$ cat src/rtl/regfile_mp.sv
// Multi-port integer register file with a sequential clear engine after
// reset, optional write-to-read bypass, and an optional hard-wired zero entry.
// All state updates happen on the rising edge of clk.
module regfile_mp #(
    parameter int XLEN     = 32,
    parameter int NREGS    = 32,
    parameter int AW       = 5,
    parameter int NRD      = 2,
    parameter int NWR      = 2,
    parameter int BYPASS   = 1,
    parameter int ZERO_REG = 1
) (
    input  logic                clk,
    input  logic                rst_n,
    output logic                ready,
    input  logic [NWR-1:0]      we,
    input  logic [NWR*AW-1:0]   wa,
    input  logic [NWR*XLEN-1:0] wd,
    input  logic [NRD*AW-1:0]   ra,
    output logic [NRD*XLEN-1:0] rd
);

    typedef enum logic {INIT, RUN} state_e;

    localparam logic [AW:0] NREGS_W  = (AW+1)'(NREGS);
    localparam logic [AW:0] LAST_IDX = (AW+1)'(NREGS - 1);
    localparam logic [AW:0] ONE_W    = (AW+1)'(1);

    state_e          state_q, state_d;
    logic [AW:0]     init_idx_q, init_idx_d;
    logic [XLEN-1:0] mem_q [NREGS];
    logic [NWR-1:0]  wr_ok;

    // Init engine: walk init_idx over every entry, then stay in RUN.
    always_comb begin
        // NOTE: every combinational output gets a default first so no path
        // leaves it unassigned, which would otherwise infer a latch.
        state_d    = state_q;
        init_idx_d = init_idx_q;
        if (state_q == INIT) begin
            init_idx_d = init_idx_q + ONE_W;
            if (init_idx_q == LAST_IDX) begin
                state_d = RUN;
            end
        end
    end

    // State register; reset restarts the clear sequence at entry 0.
    always_ff @(posedge clk or negedge rst_n) begin
        if (!rst_n) begin
            state_q    <= INIT;
            init_idx_q <= '0;
        end else begin
            state_q    <= state_d;
            init_idx_q <= init_idx_d;
        end
    end

    assign ready = (state_q == RUN);

    // A write port is effective only in RUN, in range, and not to a zero entry.
    always_comb begin
        wr_ok = '0;
        for (int i = 0; i < NWR; i++) begin
            wr_ok[i] = (state_q == RUN) && we[i]
                     && ({1'b0, wa[i*AW +: AW]} < NREGS_W)
                     && !((ZERO_REG != 0) && (wa[i*AW +: AW] == '0));
        end
    end

    // Storage array: cleared by the init engine, written by the ports in RUN.
    // NOTE: the array has no reset branch; asynchronous reset on a storage
    // array prevents RAM inference, and the init engine clears it instead.
    always_ff @(posedge clk) begin
        if (state_q == INIT) begin
            mem_q[init_idx_q[AW-1:0]] <= '0;
        end else begin
            // NOTE: non-blocking assignments to one entry resolve to the last
            // one executed, so ascending port order gives the highest index
            // priority on a conflict.
            for (int i = 0; i < NWR; i++) begin
                if (wr_ok[i]) begin
                    mem_q[wa[i*AW +: AW]] <= wd[i*XLEN +: XLEN];
                end
            end
        end
    end

    // Combinational read ports with optional same-cycle forwarding.
    always_comb begin
        logic [AW-1:0] ra_j;
        rd   = '0;
        ra_j = '0;
        for (int j = 0; j < NRD; j++) begin
            ra_j = ra[j*AW +: AW];
            if ((state_q == RUN) && ({1'b0, ra_j} < NREGS_W)
                && !((ZERO_REG != 0) && (ra_j == '0))) begin
                rd[j*XLEN +: XLEN] = mem_q[ra_j];
                if (BYPASS != 0) begin
                    for (int i = 0; i < NWR; i++) begin
                        if (wr_ok[i] && (wa[i*AW +: AW] == ra_j)) begin
                            rd[j*XLEN +: XLEN] = wd[i*XLEN +: XLEN];
                        end
                    end
                end
            end
        end
    end

endmodule
$ cat config.mk
export PLATFORM = sky130hd
export DESIGN_NAME = regfile_mp
export DESIGN_NICKNAME = d
export VERILOG_FILES = /design/src/rtl/regfile_mp.sv
export SDC_FILE = /design/constraint.sdc
export NUM_CORES = 2
export LEC_CHECK = 0
export CAP_MARGIN = 20
export CORE_MARGIN = 3
export CORE_UTILIZATION = 25
export CTS_CLUSTER_DIAMETER = 120
export DETAILED_ROUTE_END_ITERATION = 8
export SLEW_MARGIN = 10
export SYNTH_ARGS = -nofsm -noshare
export SYNTH_HDL_FRONTEND = slang
export SYNTH_SLANG_ARGS = --single-unit
$ cat constraint.sdc
create_clock -name clk -period 7.6 [get_ports clk]
set_input_delay 0.76 -clock clk [delete_from_list [all_inputs] [get_ports clk]]
set_output_delay 0.76 -clock clk [all_outputs]
set_load 0.03 [all_outputs]
==> run_results.csv <==
group,metric,value,unit
clocking,cts_resized,0,
worst_setup_path,path_common_cell,"clkdlybuf4s50_1",
floorplan,start_util,25.3,%
final_layout,final_nets,5333,
clocking,postCtsSetupBuffers,0,
clocking,clk_pin_slew,60,ps
worst_setup_path,cp_slowest_cell,"clkdlybuf4s50_1",
final_layout,finalCoreUtilization,28.9,%
detailed_routing,ant_nets,0,
synthesis,synth-edff-count,1024,
power_and_ir_drop,power_frac_clock,39.3,%
synthesis,ys_async_sr_fraction,0.679,%
detailed_routing,finalWirelength,239000,um
synthesis,synth_cells,5490,
synthesis,ys_seq_elements,1031,
clocking,clock_insertion_delay_worst_skew,760,ps
worst_setup_path,path_cells,"clkdlybuf4s50_1 -> and3_2 -> buf_4 -> a2bb2oi_1 -> a221o_1 -> nand3_1 -> a211oi_1 -> o21ai_0 -> clkdlybuf4s50_1",
worst_setup_path,worstSetupPathType,"input port to output port",
power_and_ir_drop,p_leak,22.8,nW
clocking,htreeDepth,3,
power_and_ir_drop,p_int,0.00969,W
placed_design,port_buffers,152,
placed_design,gp_congestion,0.894,
sta,hold_viol_final,0,
sta,fin_crit,5880,ps
power_and_ir_drop,combPwrFrac,12.9,%
status,status,"completed",
global_routing,antenna_found_initial,19,
power_and_ir_drop,vdd_drop_max,0.154,mV
clocking,cts_tree,"yes",
clocking,cts_buffers,107,
placed_design,pre_cts_slack,1450,ps
clocking,clock_sinks,1031,
sta,fin_ws,1720,ps
global_routing,grt_pass1_vias,45265,
sta,finalCritPeriodShare,77.4,%
power_and_ir_drop,power.density,194,nW/um2
placed_design,hpwl,146000,um
sta,max_freq,170,MHz
floorplan,coreArea,236000,um2
synthesis,ys_seq_area_share,51.8,%
detailed_routing,viasPerCell,5.51,
floorplan,die_w,495,um
synthesis,synth.distinct_cells,51,
power_and_ir_drop,p_sw,0.00351,W
detailed_routing,drc,0,
power_and_ir_drop,p_seq_share,47.7,%
floorplan,dieArea,245000,um2
floorplan,rows,178,
final_layout,syn2layout_area_growth,14.2,%
worst_setup_path,crit_fanout,17,
floorplan,die_y,495,um
detailed_routing,firstDrtPassIters,6,
worst_setup_path,cp_data_arrival_time,5120,ps
final_layout,nFillCells,23771,
detailed_routing,vias,46764,
power_and_ir_drop,sw_frac_of_total,26.6,%
sta,final_max_slew_viol_count,0,
global_routing,grt_max_degree,117,
floorplan,ioPinCount,153,
worst_hold_path,hp-class,"input port to async pin",
clocking,clock_path_buffers,3,
global_routing,gr-total-overflow,0,
sta,rsz0062_at_grt,"no",
synthesis,syn_area,59700,um2
worst_setup_path,cp-start-kind,"input port",
job,cap_violations,0,
worst_setup_path,slowest_delay,930,ps
sta,max_slew.worst_pin.slew,1200,ps
clocking,postCtsHoldBufs,0,
synthesis,synth_ff_type,"edfxtp_1",
detailed_routing,first_iter_violations,6504,
global_routing,grt_use_total,18.9,%
worst_setup_path,cp-end-kind,"output port",
detailed_routing,drt-wirelength-per-cell,28.2,um
sta,slew_headroom,20.0,%
global_routing,grt_pass1_wl,335000,um
sta,setup_viol,0,
synthesis,yosysWarnings,0,
sta,timing.setup.tns,0,ps
worst_setup_path,cp_data_required_time,6840,ps
synthesis,syn_nets,5579,
clocking,cts_root_buffer,"clkbuf_16",
synthesis,avgSynthCellArea,10.9,um2
sta,fin_skew,29.6,ps
final_layout,drive_gt1_share,12.6,%
sta,hold_slack,280,ps
==> power groups by stage <==
stage	clock (W)	sequential, W	combinational [W]
4_1_cts	0.00521	0.00630	0.00166
3_3_place_gp	0	0.00642	0.00164
3_5_place_dp	0	0.00642	0.00166
5_1_grt	0.00540	0.00630	0.00179
6_report	0.00519	0.00630	0.00171
2_1_floorplan	0	0.00643	0.00100
==> per-layer routing <==
metal | vias to the layer above | GRT usage (%) | share of wire (%) | routed length (um)
li1 | 20100 | - | - | -
met1 | 22969 | 23.1 | 37 | 87900
met2 | 3007 | 29.4 | 45 | 107000
met3 | 676 | 5.52 | 11 | 27400
met4 | 12 | 11.5 | 6.8 | 16200
met5 | - | 0 | 0.031 | 75
==> registers in the layout (all words and copies together) (netlist names) <==
register and flops:
init_idx_q 6, mem_q 1024, ready 1
==> synth_stat cells, types with 31 or more instances <==
| cell type | count | share of area [%] |
|---|---|---|
| o21ai_1 | 31 | 0.26 |
| o22ai_1 | 33 | 0.35 |
| mux2i_1 | 504 | 8.5 |
| buf_2 | 113 | 0.95 |
| and4_1 | 32 | 0.47 |
| nand4_1 | 35 | 0.37 |
| inv_1 | 35 | 0.22 |
| clkbuf_1 | 512 | 3.2 |
| edfxtp_1 | 1024 | 52 |
| nand3_1 | 136 | 1.1 |
| mux4_2 | 261 | 9.8 |
| a22oi_1 | 406 | 5.1 |
| nand2_1 | 1081 | 6.8 |
| nor2_1 | 77 | 0.48 |
| o21ai_0 | 998 | 8.4 |
| a21oi_1 | 63 | 0.53 |
==> logic make-up after synthesis <==
| group | count (synthesis) | synth area share [%] |
|---|---|---|
| buffers and inverters | 708 | 4.78 |
| adder cells (fa/ha/maj) | 1 | 0.0210 |
| AND/OR/NAND/NOR | 1411 | 9.83 |
| flip-flops | 1031 | 51.8 |
| multiplexers | 771 | 18.4 |
| AO/OA/AOI/OAI | 1543 | 14.8 |
| XOR/XNOR | 25 | 0.367 |
==> worst max-delay path: cells and delay by family <==
family | cells | cell delay (ps)
buffers and inverters | 3 | 2350
AOI/OAI and AO/OA | 4 | 1040
and+or+nand+nor | 2 | 950
==> metrics by stage <==
step | total power, W | instance area (um2) | std cells
2_1_floorplan | 0.00743 | 59700 | 5490
3_3_place_gp | 0.00806 | 64500 | 8266
4_1_cts | 0.0132 | 67900 | 8465
5_1_grt | 0.0135 | 68200 | 8485
3_5_place_dp | 0.00809 | 64600 | 8270
6_report | 0.0132 | 68200 | 8488
==> final cells by class <==
class	instances	area [um2]	share of cell area (%)
repair buffers	318	3170	4.65
multi-input cells	3751	26700	39.2
diodes	8	20.0	0.0294
clock inverters	60	507	0.743
flip-flops and latches	1031	30900	45.4
clock buffers	135	2780	4.08
well taps	3150	3940	5.78
inverters	35	131	0.193
==> cells in the final DEF, fill, tap and decap left out, drive strengths merged, types with 63 or more instances in the layout <==
cell | Yosys | layout
nand2 | 1082 | 1082
o21ai | 1029 | 1029
edfxtp | 1024 | 1024
mux2i | 504 | 504
a22oi | 406 | 406
mux4 | 261 | 261
buf | 147 | 171
clkdlybuf4s50 | 0 | 146
nand3 | 136 | 136
clkbuf | 526 | 136
nor2 | 77 | 77
a21oi | 63 | 63
==> final timing paths <==
check / from / end / slack, ps / cells after the start
max reg2reg: ready / mem_q[13][17] / 3350 / 6
min reg2reg: init_idx_q[5] / init_idx_q[5] / 460 / 1
min in group clk: init_idx_q[5] / init_idx_q[5] / 460 / 1
max: ra[9] / rd[62] / 1720 / 9
max in group asynchronous: rst_n / init_idx_q[1] / 7060 / 1
min: rst_n / init_idx_q[3] / 280 / 1
Power figures use the tool's default switching activity.
